`src/rtl/cache_control.sv`:
```
// cache_control: tag/valid/dirty control for an 8-line direct-mapped 128-bit-line cache
//   CPU side    : mem_address/mem_read/mem_write/mem_byte_enable/mem_wdata in, mem_rdata/mem_resp out
//   memory side : pmem_address/pmem_read/pmem_write/pmem_wdata out, pmem_rdata/pmem_resp in
//   array side  : array_write/array_index/array_datain out, array_dataout in
module cache_control #(
  parameter int tag_width = 9,
  parameter int line_width = 128
) (
  input  logic                  clk,
  input  logic                  rst,
  input  logic [15:0]           mem_address,
  input  logic                  mem_read,
  input  logic                  mem_write,
  input  logic [1:0]            mem_byte_enable,
  input  logic [15:0]           mem_wdata,
  output logic [15:0]           mem_rdata,
  output logic                  mem_resp,
  output logic [15:0]           pmem_address,
  output logic                  pmem_read,
  output logic                  pmem_write,
  output logic [line_width-1:0] pmem_wdata,
  input  logic [line_width-1:0] pmem_rdata,
  input  logic                  pmem_resp,
  output logic                  array_write,
  output logic [2:0]            array_index,
  output logic [line_width-1:0] array_datain,
  input  logic [line_width-1:0] array_dataout
);
  typedef enum logic [1:0] {IDLE, WRITEBACK, FILL} state_t;
  state_t state_q, state_d;
  logic [tag_width-1:0] tag_q [8];
  logic [7:0] valid_q, valid_d, dirty_q, dirty_d;
  logic [2:0] idx, w;
  logic req, hit, fill_done;
  logic [15:0] old_word, new_word;
  logic [line_width-1:0] merged;
  assign idx = mem_address[6:4];
  assign w = mem_address[3:1];
  assign req = mem_read | mem_write;
  assign hit = valid_q[idx] && (tag_q[idx] == mem_address[15:16-tag_width]);
  assign array_index = idx;
  assign mem_rdata = array_dataout[16*w +: 16];
  assign old_word = array_dataout[16*w +: 16];
  assign new_word = {mem_byte_enable[1] ? mem_wdata[15:8] : old_word[15:8],
                     mem_byte_enable[0] ? mem_wdata[7:0] : old_word[7:0]};
  always_comb begin
    merged = array_dataout;
    merged[16*w +: 16] = new_word;
  end
  // A write (or read+write) hit completes in the request cycle; a miss spends
  // one decision cycle in IDLE before any memory strobe rises.
  always_comb begin
    state_d = state_q;
    valid_d = valid_q;
    dirty_d = dirty_q;
    fill_done = 1'b0;
    mem_resp = 1'b0;
    pmem_read = 1'b0;
    pmem_write = 1'b0;
    pmem_address = '0;
    pmem_wdata = '0;
    array_write = 1'b0;
    array_datain = '0;
    case (state_q)
      IDLE: begin
        if (req && hit) begin
          mem_resp = 1'b1;
          array_write = mem_write;
          array_datain = mem_write ? merged : '0;
          dirty_d[idx] = dirty_q[idx] | mem_write;
        end else if (req) begin
          state_d = (valid_q[idx] && dirty_q[idx]) ? WRITEBACK : FILL;
        end
      end
      WRITEBACK: begin
        pmem_write = 1'b1;
        pmem_address = {tag_q[idx], idx, 4'b0};
        pmem_wdata = array_dataout;
        if (pmem_resp) begin
          state_d = FILL;
          dirty_d[idx] = 1'b0;
        end
      end
      FILL: begin
        pmem_read = 1'b1;
        pmem_address = {mem_address[15:4], 4'b0};
        if (pmem_resp) begin
          array_write = 1'b1;
          array_datain = pmem_rdata;
          valid_d[idx] = 1'b1;
          dirty_d[idx] = 1'b0;
          fill_done = 1'b1;
          state_d = IDLE;
        end
      end
      default: state_d = IDLE;
    endcase
  end
  always_ff @(posedge clk or posedge rst) begin
    if (rst) begin
      state_q <= IDLE;
      valid_q <= '0;
      dirty_q <= '0;
    end else begin
      state_q <= state_d;
      valid_q <= valid_d;
      dirty_q <= dirty_d;
    end
  end
  // Tags need no reset: a tag is only consulted when its valid bit is set.
  always_ff @(posedge clk) begin
    if (fill_done) tag_q[idx] <= mem_address[15:16-tag_width];
  end
endmodule

```
`config.mk`:
```
export PLATFORM = sky130hd
export DESIGN_NAME = cache_control
export DESIGN_NICKNAME = d
export VERILOG_FILES = /design/src/rtl/cache_control.sv
export SDC_FILE = /design/constraint.sdc
export NUM_CORES = 1
export LEC_CHECK = 0
export CAP_MARGIN = 15
export CORE_AREA = 3 3 231 233
export CTS_CLUSTER_DIAMETER = 30
export DETAILED_ROUTE_END_ITERATION = 16
export DIE_AREA = 0 0 234 236
export HOLD_SLACK_MARGIN = 0.12
export PLACE_DENSITY = 0.45
export SYNTH_ARGS = -nofsm -noshare
export SYNTH_HDL_FRONTEND = slang
export SYNTH_SLANG_ARGS = --single-unit
```
`constraint.sdc`:
```
create_clock -name clk -period 5.15 [get_ports clk]
set_input_delay 1.2875 -clock clk [delete_from_list [all_inputs] [get_ports clk]]
set_output_delay 1.2875 -clock clk [all_outputs]
set_load 0.02 [all_outputs]
```
==> summary.txt <==
Status
  • Outcome: complete, no violations

Power and ir drop
  • Worst vdd ir: 0.000119 V
  • Sw Ratio: 43.5%
  • Clock power share: 13.9%
  • PD cells: 267 mW/mm2
  • Net switching power: 2180 uW
  • Share of power burned in registers: 18.5%
  • Internal power: 2820 uW
  • P_leak: 0.00748 uW
  • Comb power frac: 67.7%

Die
  • Die Y: 236 um
  • Die area: 0.0552 mm2
  • Die width: 234 um
  • I/O pins: 590
  • Starting Density: 17.6%
  • Core ar.: 0.0514 mm2
  • Rows: 83

STA
  • Period utilisation layout: 97.9%
  • Final setup vio count: 0
  • Worst Max-Slew Pin Slew: 0.727 ns
  • Worst relative slew slack: 51.5%
  • Final hold violation count: 0
  • Skew final: 0.00812 ns
  • Final critical path time including I/O delays and setup: 5.04 ns
  • Slew Viols, Final: 0
  • Fin Hold WS: 0.464 ns
  • Fmax: 198 MHz

Critical path
  • Worst path cell trace: buf_2, buf_2, buf_4, mux2i_1, o32ai_2, a31oi_1, xor2_1, and4_4, nand4_4, buf_12, buf_12, buf_4, o21ai_2, buf_6, buf_12
  • Critical path depth: 15
  • Arr. time, crit path: 3.76 ns
  • Crit-path slowest cell: and4_4
  • Largest fanout on the critical path: 8
  • Cell family with most CP delay: buffers and inverters
  • Crit-path most repeated cell: buf_12
  • CP Data Required Time: 3.86 ns
  • CP peak stage delay: 0.29 ns
  • FF-to-FF setup slack: 2.25 ns
  • Cells on worst reg2reg path: 8
  • FF-to-FF Start: state_q[0]$_DFFE_PP0P_
  • Reg2reg end: tag_q[7][2]$_DFFE_PP_
  • CP Class: input pin to output pin
  • Crit end category: output pin
  • Critical path launch point type: input pin
  • CP bufs+invs: 8

Clock network
  • Root Buffer: clkbuf_16
  • Clock sink count: 90
  • Worst-skew pair later-pin latency: 0.35 ns
  • TritonCTS clock tree: done
  • H-tree Lvls: 3
  • Clock slew at reported path FFs: 0.06 ns
  • Max Buffers Root-to-Sink: 2
  • CTS Hold Buffers Added: 0
  • CTS buffer count: 9

Worst hold path
  • Worst Hold Class: flip-flop to flip-flop
  • WHS Path Cells: 1
  • Hold Crit Endpoint: valid_q[0]$_DFFE_PP0P_
  • Hold path start: valid_q[0]$_DFFE_PP0P_

Global routing
  • First-pass GRT wire length: 93700 um
  • All-Layer GR Usage: 23.6%
  • Antenna violations before repair: 12
  • Vias in the first global route: 12800
  • Largest net degree at the start of global routing: 55
  • Total grt overflow: 0

Synth
  • Ys flop type: edfxtp_1
  • Post-synth EDFFs: 72
  • Share of the synthesized area in the top cell type: 23.9%
  • Synthesized area: 0.00904 mm2
  • Post-Syn Area per Cell: 7.84 um2
  • Synth Warn #: 0
  • Synth cell types: 55
  • Main area contributors after synthesis: edfxtp_1 (24%), and2_1 (9.3%), mux4_2 (9.2%)
  • Share of flip-flops with an asynchronous set or reset: 20.0%
  • Synth area leader: edfxtp_1
  • Sequential area share after synthesis: 28.9%
  • Syn Inst Count: 1154
  • FF+latch count, synth: 90

Placement
  • Placer Congestion: 0.918
  • PortBufs: 584
  • Final HPWL DP: 57000 um

Routing
  • Drc violations: 0
  • Vias per inst: 4.64
  • Via count: 12300
  • WL final: 68200 um
  • Wire length per cell: 25.6 um
  • Router iterations before antenna repair: 5
  • DR iter-0 viols: 801
  • Antenna-violating nets left: 0

Layout
  • Final Util: 36.4%
  • Nets: 2279
  • Fill count: 5445
  • Area Overhead vs Synth: 107%
  • Layout cells sized above 1: 31.5%

Flow run
  • Max_cap viols: 0
## cell usage in the layout (no fill, tap or decap), types with 10 or more instances in the layout
cell | synthesis | routed
mux4_2 | 37 | 39
inv_1 | 11 | 10
nor3_1 | 105 | 101
buf_12 | 2 | 31
dfrtp_1 | 18 | 18
mux2_2 | 13 | 13
clkdlybuf4s15_2 | 0 | 21
mux2i_1 | 26 | 20
buf_2 | 7 | 59
o21ai_1 | 1 | 32
nor2_1 | 52 | 49
o21ai_2 | 9 | 21
edfxtp_1 | 72 | 72
clkdlybuf4s50_1 | 0 | 446
a21oi_1 | 133 | 129
nand2_1 | 210 | 203
nor2b_1 | 12 | 12
and2_1 | 135 | 134
o21ai_4 | 0 | 13
buf_4 | 7 | 319
o21ai_0 | 132 | 76
buf_6 | 4 | 30
## synthesized netlist by cell type (9+ instances only)
library cell	number
nor2b_1	12
mux4_2	37
and2_1	135
nand2_1	210
clkbuf_1	76
a22oi_1	9
dfrtp_1	18
mux2_2	13
edfxtp_1	72
or2_2	9
o21ai_2	9
nor2_1	52
inv_1	11
nor3_1	105
mux2i_1	26
o21ai_0	132
ha_1	9
clkbuf_2	10
a21oi_1	133
## how the worst max path moves through the flow
stage | start | to | slack [ns]
after floorplan | mem_address[2] | array_datain[115] | 0.04
after global placement | mem_address[5] | array_datain[35] | -0.88
final | mem_address[5] | array_datain[0] | 0.11
after global routing | mem_address[1] | array_datain[96] | -0.0004
after CTS | mem_address[5] | array_datain[28] | -0.06
after detailed placement | mem_address[5] | array_datain[35] | -0.83
## what timing repair did
item / CTS / global route
hold endpoints to repair: 0 / 0
endpoints found under the setup margin: 130 / 128
pin swaps: 6 / 8
setup buffers: 8 / 0
gates resized for setup: 627 / 106
gates cloned: 7 / 1
## through the flow
step           setup slack, ns  power [uW]  cell area (um2)  setup TNS, ns  instances
3_3_place_gp            -0.885        4330            17900         -71.50       2630
2_1_floorplan           0.0410        2440             9060              0       1157
5_1_grt              -0.000439        5240            18700      -0.000439       2662
3_5_place_dp            -0.835        4340            17900         -69.68       2630
6_report                 0.107        5000            18700              0       2663
4_1_cts                -0.0597        5000            18500         -0.547       2660
## sequential cells by signal, indices dropped and copies added, names as in the netlist
register  count
dirty_q       8
state_q       2
valid_q       8
tag_q        72
## kinds of logic after synthesis
kind of cell,after synthesis,share of synthesized area (%)
AND/OR/NAND/NOR,544,29.4
AO/OA/AOI/OAI,301,17.9
buffers and inverters,120,6.20
flip-flops,90,28.9
multiplexers,83,15.7
adder cells (fa/ha/maj),9,1.25
XOR/XNOR,6,0.581
other,1,0.0415
## power by group through the flow
stage                     registers [uW]  clock network (uW)  logic, uW
after CTS                            923                 707       3370
after global placement               932                   0       3400
after detailed placement             939                   0       3400
after global routing                 933                 731       3580
final                                922                 692       3380
after floorplan                      921                   0       1520
## worst reg2reg max path: stages (launching register included)
cell     delay, ns
dfrtp_1       0.45
inv_1         0.11
ha_1          0.15
buf_4         0.22
and2_4        0.28
buf_4         0.36
nand2_1       0.18
nor2_1        0.56
buf_4         0.29
## cell type report
class	instances	area, um2	area share (%)
repair buffers	915	8520	45.6
diodes	4	10.0	0.0536
clock buffers	11	233	1.25
clock inverters	4	76.3	0.408
well taps	680	851	4.55
flip-flops and latches	90	2610	14.0
multi-input cells	947	6330	33.9
inverters	12	48.8	0.261
## per-layer routing
layer / share of wire, % / up-vias / global-route usage [%]
met4: 1.5 / 6 / 3.82
met1: 41 / 6061 / 28.8
met3: 5.7 / 58 / 4.31
li1: - / 5745 / -
met2: 52 / 479 / 43.4
met5: 0.075 / - / 0
No activity file was read; power rests on OpenSTA's default activity.
